## config.mk

```make
export PLATFORM = sky130hd
export DESIGN_NAME = axi_aw_grant_lock
export DESIGN_NICKNAME = d
export VERILOG_FILES = /design/src/rtl/axi_aw_grant_lock.sv
export SDC_FILE = /design/constraint.sdc
export NUM_CORES = 1
export LEC_CHECK = 0
export CAP_MARGIN = 30
export CORE_ASPECT_RATIO = 1.5
export CORE_MARGIN = 10
export CORE_UTILIZATION = 42
export DETAILED_ROUTE_END_ITERATION = 12
export PLACE_DENSITY = 0.93
export SYNTH_ARGS = -nofsm -noshare
export SYNTH_HDL_FRONTEND = slang
export SYNTH_SLANG_ARGS = --single-unit
```

## constraint.sdc

```tcl
create_clock -name clk -period 2.1 [get_ports clk]
set_input_delay 0.21 -clock clk [delete_from_list [all_inputs] [get_ports clk]]
set_output_delay 0.21 -clock clk [all_outputs]
set_load 0.05 [all_outputs]
```

## src/rtl/axi_aw_grant_lock.sv

```systemverilog
// axi_aw_grant_lock: holds the arbiter's one-hot grant for a full AXI write (AW, W burst, B)
// and routes the handshakes between the granted master and the slave port.
module axi_aw_grant_lock #(
   parameter int NM      = 6,
   parameter int TIMEOUT = 255
) (
   input  logic          clk,
   input  logic          rst_n,
   input  logic [NM-1:0] m_sel,
   input  logic [NM-1:0] awvalid,
   output logic [NM-1:0] awready,
   input  logic [NM-1:0] wvalid,
   input  logic [NM-1:0] wlast,
   output logic [NM-1:0] wready,
   output logic [NM-1:0] bvalid,
   input  logic [NM-1:0] bready,
   output logic          awvalid_s,
   input  logic          awready_s,
   output logic          wvalid_s,
   output logic          wlast_s,
   input  logic          wready_s,
   input  logic          bvalid_s,
   output logic          bready_s,
   output logic [NM-1:0] grant,
   output logic          busy,
   output logic          done,
   output logic [7:0]    beats,
   output logic [1:0]    err
);
   localparam int WW = TIMEOUT > 0 ? $clog2(TIMEOUT + 1) : 1;
   typedef enum logic [1:0] {IDLE, AW, W, B} state_t;
   state_t state, state_nx;
   logic [WW-1:0] wd, wd_inc;
   logic one_hot, multi, take, aw_hs, w_hs, b_hs, hs, tmo;
   assign multi   = (m_sel & (m_sel - NM'(1))) != '0;
   assign one_hot = m_sel != '0 && !multi;
   assign take    = state == IDLE && one_hot && |(m_sel & awvalid);
   assign awvalid_s = state == AW && |(awvalid & grant);
   assign awready   = (state == AW && awready_s) ? grant : '0;
   assign wvalid_s  = state == W && |(wvalid & grant);
   assign wlast_s   = state == W && |(wlast & grant);
   assign wready    = (state == W && wready_s) ? grant : '0;
   assign bvalid    = (state == B && bvalid_s) ? grant : '0;
   assign bready_s  = state == B && |(bready & grant);
   assign busy      = state != IDLE;
   assign aw_hs = awvalid_s & awready_s;
   assign w_hs  = wvalid_s & wready_s;
   assign b_hs  = bvalid_s & bready_s;
   assign hs    = aw_hs | w_hs | b_hs;
   assign wd_inc = wd + WW'(1);
   // Watchdog fires on the cycle whose stall would bring the count to TIMEOUT.
   assign tmo = TIMEOUT > 0 && busy && !hs && wd_inc == WW'(TIMEOUT);
   always_comb begin
      state_nx = state;
      unique case (state)
         IDLE: state_nx = take ? AW : IDLE;
         AW:   state_nx = aw_hs ? W : AW;
         W:    state_nx = (w_hs && wlast_s) ? B : W;
         B:    state_nx = b_hs ? IDLE : B;
      endcase
      if (tmo) state_nx = IDLE;
   end
   always_ff @(posedge clk or negedge rst_n) begin
      if (!rst_n) begin
         state <= IDLE;
         grant <= '0;
         beats <= '0;
         err   <= '0;
         done  <= 1'b0;
         wd    <= '0;
      end else begin
         state <= state_nx;
         done  <= b_hs;
         if (take) grant <= m_sel;
         else if (tmo || b_hs) grant <= '0;
         if (take) beats <= '0;
         else if (w_hs && beats != 8'hFF) beats <= beats + 8'd1;
         if (state == IDLE && multi) err[0] <= 1'b1;
         if (tmo) err[1] <= 1'b1;
         wd <= (hs || !busy || state_nx != state) ? '0 : wd_inc;
      end
   end
endmodule

```

==> out/metrics.cfg <==
[yosys]
synth-edff-count=0
synthFlopType=dfrtp_1
synth_compound_area_share_pct=22.11
yosysTopAreaCellShare_pct=40.48
synthAdderAreaFrac_pct=2.849
synth_simple_gate_area_share_pct=24.89
ys_top_cells_by_area=dfrtp_1 40%, and2_1 7.1%, a22o_1 6.3%, xor2_1 4.2%, a22oi_1 4.0%
ys_warn_count=0
yosysTopAreaCell=dfrtp_1
synth.avg_cell_area_um2=9.995
ys_seq_area_share_pct=40.48
synth_cell_type_count=40
syn-cell-area_mm2=0.001669
synthCells=167
synth.area.mux_share_pct=0.5997
ys_ff_latch=27
synth_top_family_by_area=simple AND/OR/NAND/NOR gates
synth-async-reset-ratio_pct=100.0
synth_xor_area_share_pct=6.822
syn_nets=205

[cts]
cts.htree.levels=1
clock_path_buffers=2
clk_latency_ns=0.28
cts_setup_buffers=0
path_clk_slew_ns=0.09
cts_tree=done
numCtsBuffers=3
ctsHoldBuffers=0
cts_sinks=27
root_buffer=clkbuf_8
cts.repair.resized=0

[power_and_ir_drop]
p_per_area_mw_per_mm2=1134
p_seq_share_pct=25.7
comb_power_share_pct=65.2
power_frac_clock_pct=9.0
swShare_pct=48.32
ir_drop_v=0.0009402
power_mw=3.221
p_leak_nw=1.248
p_sw_mw=1.556
internal_power_mw=1.664

[grt]
grt_first_pass_wirelength_um=9018
grt_max_degree=28
grt-ovfl-total=0
antenna_found_initial=0
track_usage_pct=15.61
grt_pass1_vias=1811

[floorplan]
die_area_mm2=0.006947
boundaryPins=75
row_count=28
die_w_um=71.47
core_mm2=0.003889
die_h_um=97.21
start_util_pct=42.92

[finish]
n_fill_cell=240
final_cell_mix=51 x clkdlybuf4s50_1, 24 x dfrtp_1, 20 x buf_4, 20 x buf_12, 19 x and2_1
drive_gt1_share_pct=21.92
area_delta_synth_final_pct=70.16
final_common_cell=clkdlybuf4s50_1
n_antenna_cell=0
layout.cells.non_filler=305
final_nets=299

[drt]
post_drt_wl_per_cell_um=18.59
vias=1663
drcViolationCount=0
drt_wl_total_um=5669
first_pass_iters=4
post_drt_via_cell_ratio=5.452
drtIter0Drc=53
drtAntennaViolNets=0

[sta]
maxSlewViolCount=0
fin_skew_ns=0.006969
timing.slew.headroom_pct=65.36
worst_pin_slew_ns=0.5180
setup-tns-final_ns=0
max_freq_mhz=507.3
setup_viol=0
timing.final.crit_period_ns=1.971
rsz0062_at_grt=no
hold_violations=0
min_period_over_period_pct=93.88

[worst_hold_path]
hold_class=primary input to async pin

[placement]
numPortBuffers=74
place_hpwl_um=4702
place_congestion=0.8578
dpl.cell_count=301

[critical_path]
cp.arrival_ns=2.12
rr_worst_depth=7
crit_type=flop to flop
start_kind=flop
endpoint_kind=flop
cp_data_required_time_ns=2.24
critPathMaxFanout=8

[flow_run]
maxCapViolations=0

[run_status]
status=completed

[metal layers]
layer  up-vias  wire [um]  track usage, %
met2        79       2755           27.32
met1       777       2270           16.56
li1        792          -               -
met4         0        148           5.830
met3        15        495           5.112
met5         -          0               0
[power by group through the flow]
stage | registers [mW] | clock network [mW] | logic [mW]
floorplan | 1.07 | 0 | 0.967
global placement | 0.820 | 0 | 2.05
detailed placement | 0.832 | 0 | 2.10
CTS | 0.826 | 0.298 | 2.11
global route | 0.851 | 0.316 | 2.23
finish | 0.828 | 0.291 | 2.10
[final cells by class]
cell class	count	area [um^2]	area share (%)
multi-input cells	132	975.9	34.36
clock buffers	4	45.04	1.586
inverters	6	22.52	0.7930
repair buffers	91	1061	37.36
well taps	45	56.30	1.982
flip-flops and latches	27	679.4	23.92
[sequential cells by signal (all words and copies together) (netlist names)]
| signal | cells |
|---|---|
| state | 2 |
| wd | 8 |
| err | 2 |
| beats | 8 |
| done | 1 |
| grant | 6 |
[worst max-delay path, stage by stage (launching register included)]
cell and delay (ns):
dfrtp_2 0.45, a22o_1 0.29, o31ai_4 0.27, nand2_1 0.15, nand4b_1 0.27, a21oi_2 0.18, buf_4 0.16, nor3b_1 0.06
[cells in the mapped netlist, drive strengths merged, types with 2 or more instances]
cell    count
nor2       17
a21oi       2
and2       19
nand3       6
nand4       3
a311oi      2
ha          3
a22o       12
inv         6
a211oi      2
o31ai       2
nand2      11
and3b       2
a22oi       9
nand2b      2
nor3        3
xnor2       5
dfrtp      27
a31oi       2
xor2        8
and3        5
nor3b       4
o21ai       2
[metrics by stage]
stage	hold WS, ns	util (%)	cell area, um^2	worst slack [ns]
after floorplan	-0.08559	-	1693	0.01816
after global placement	0.4526	71.88	2795	-0.01963
after detailed placement	0.4571	71.88	2795	-0.06709
after CTS	0.3041	73.04	2840	0.1469
after global routing	0.3377	73.04	2840	0.03101
final	0.2931	73.04	2840	0.1286
[cell families after synthesis]
family          count (synthesis)
xor+xnor                       13
mux                             1
flops                          27
buf+inv                         8
fa+ha+maj                       4
simple gates                   75
compound gates                 39
[final timing paths]
kind,startpoint,to,slack [ns]
max,grant[0]$_DFFE_PN0P_,wd[2]$_DFF_PN0_,0.13
min,rst_n,beats[0]$_DFFE_PN0P_,0.29
max reg2reg,grant[0]$_DFFE_PN0P_,wd[2]$_DFF_PN0_,0.13
min reg2reg,err[1]$_DFFE_PN0N_,err[1]$_DFFE_PN0N_,0.47
max in group asynchronous,rst_n,grant[2]$_DFFE_PN0P_,1.54
min in group clk,err[1]$_DFFE_PN0N_,err[1]$_DFFE_PN0N_,0.47
No activity file was read; power rests on OpenSTA's default activity.
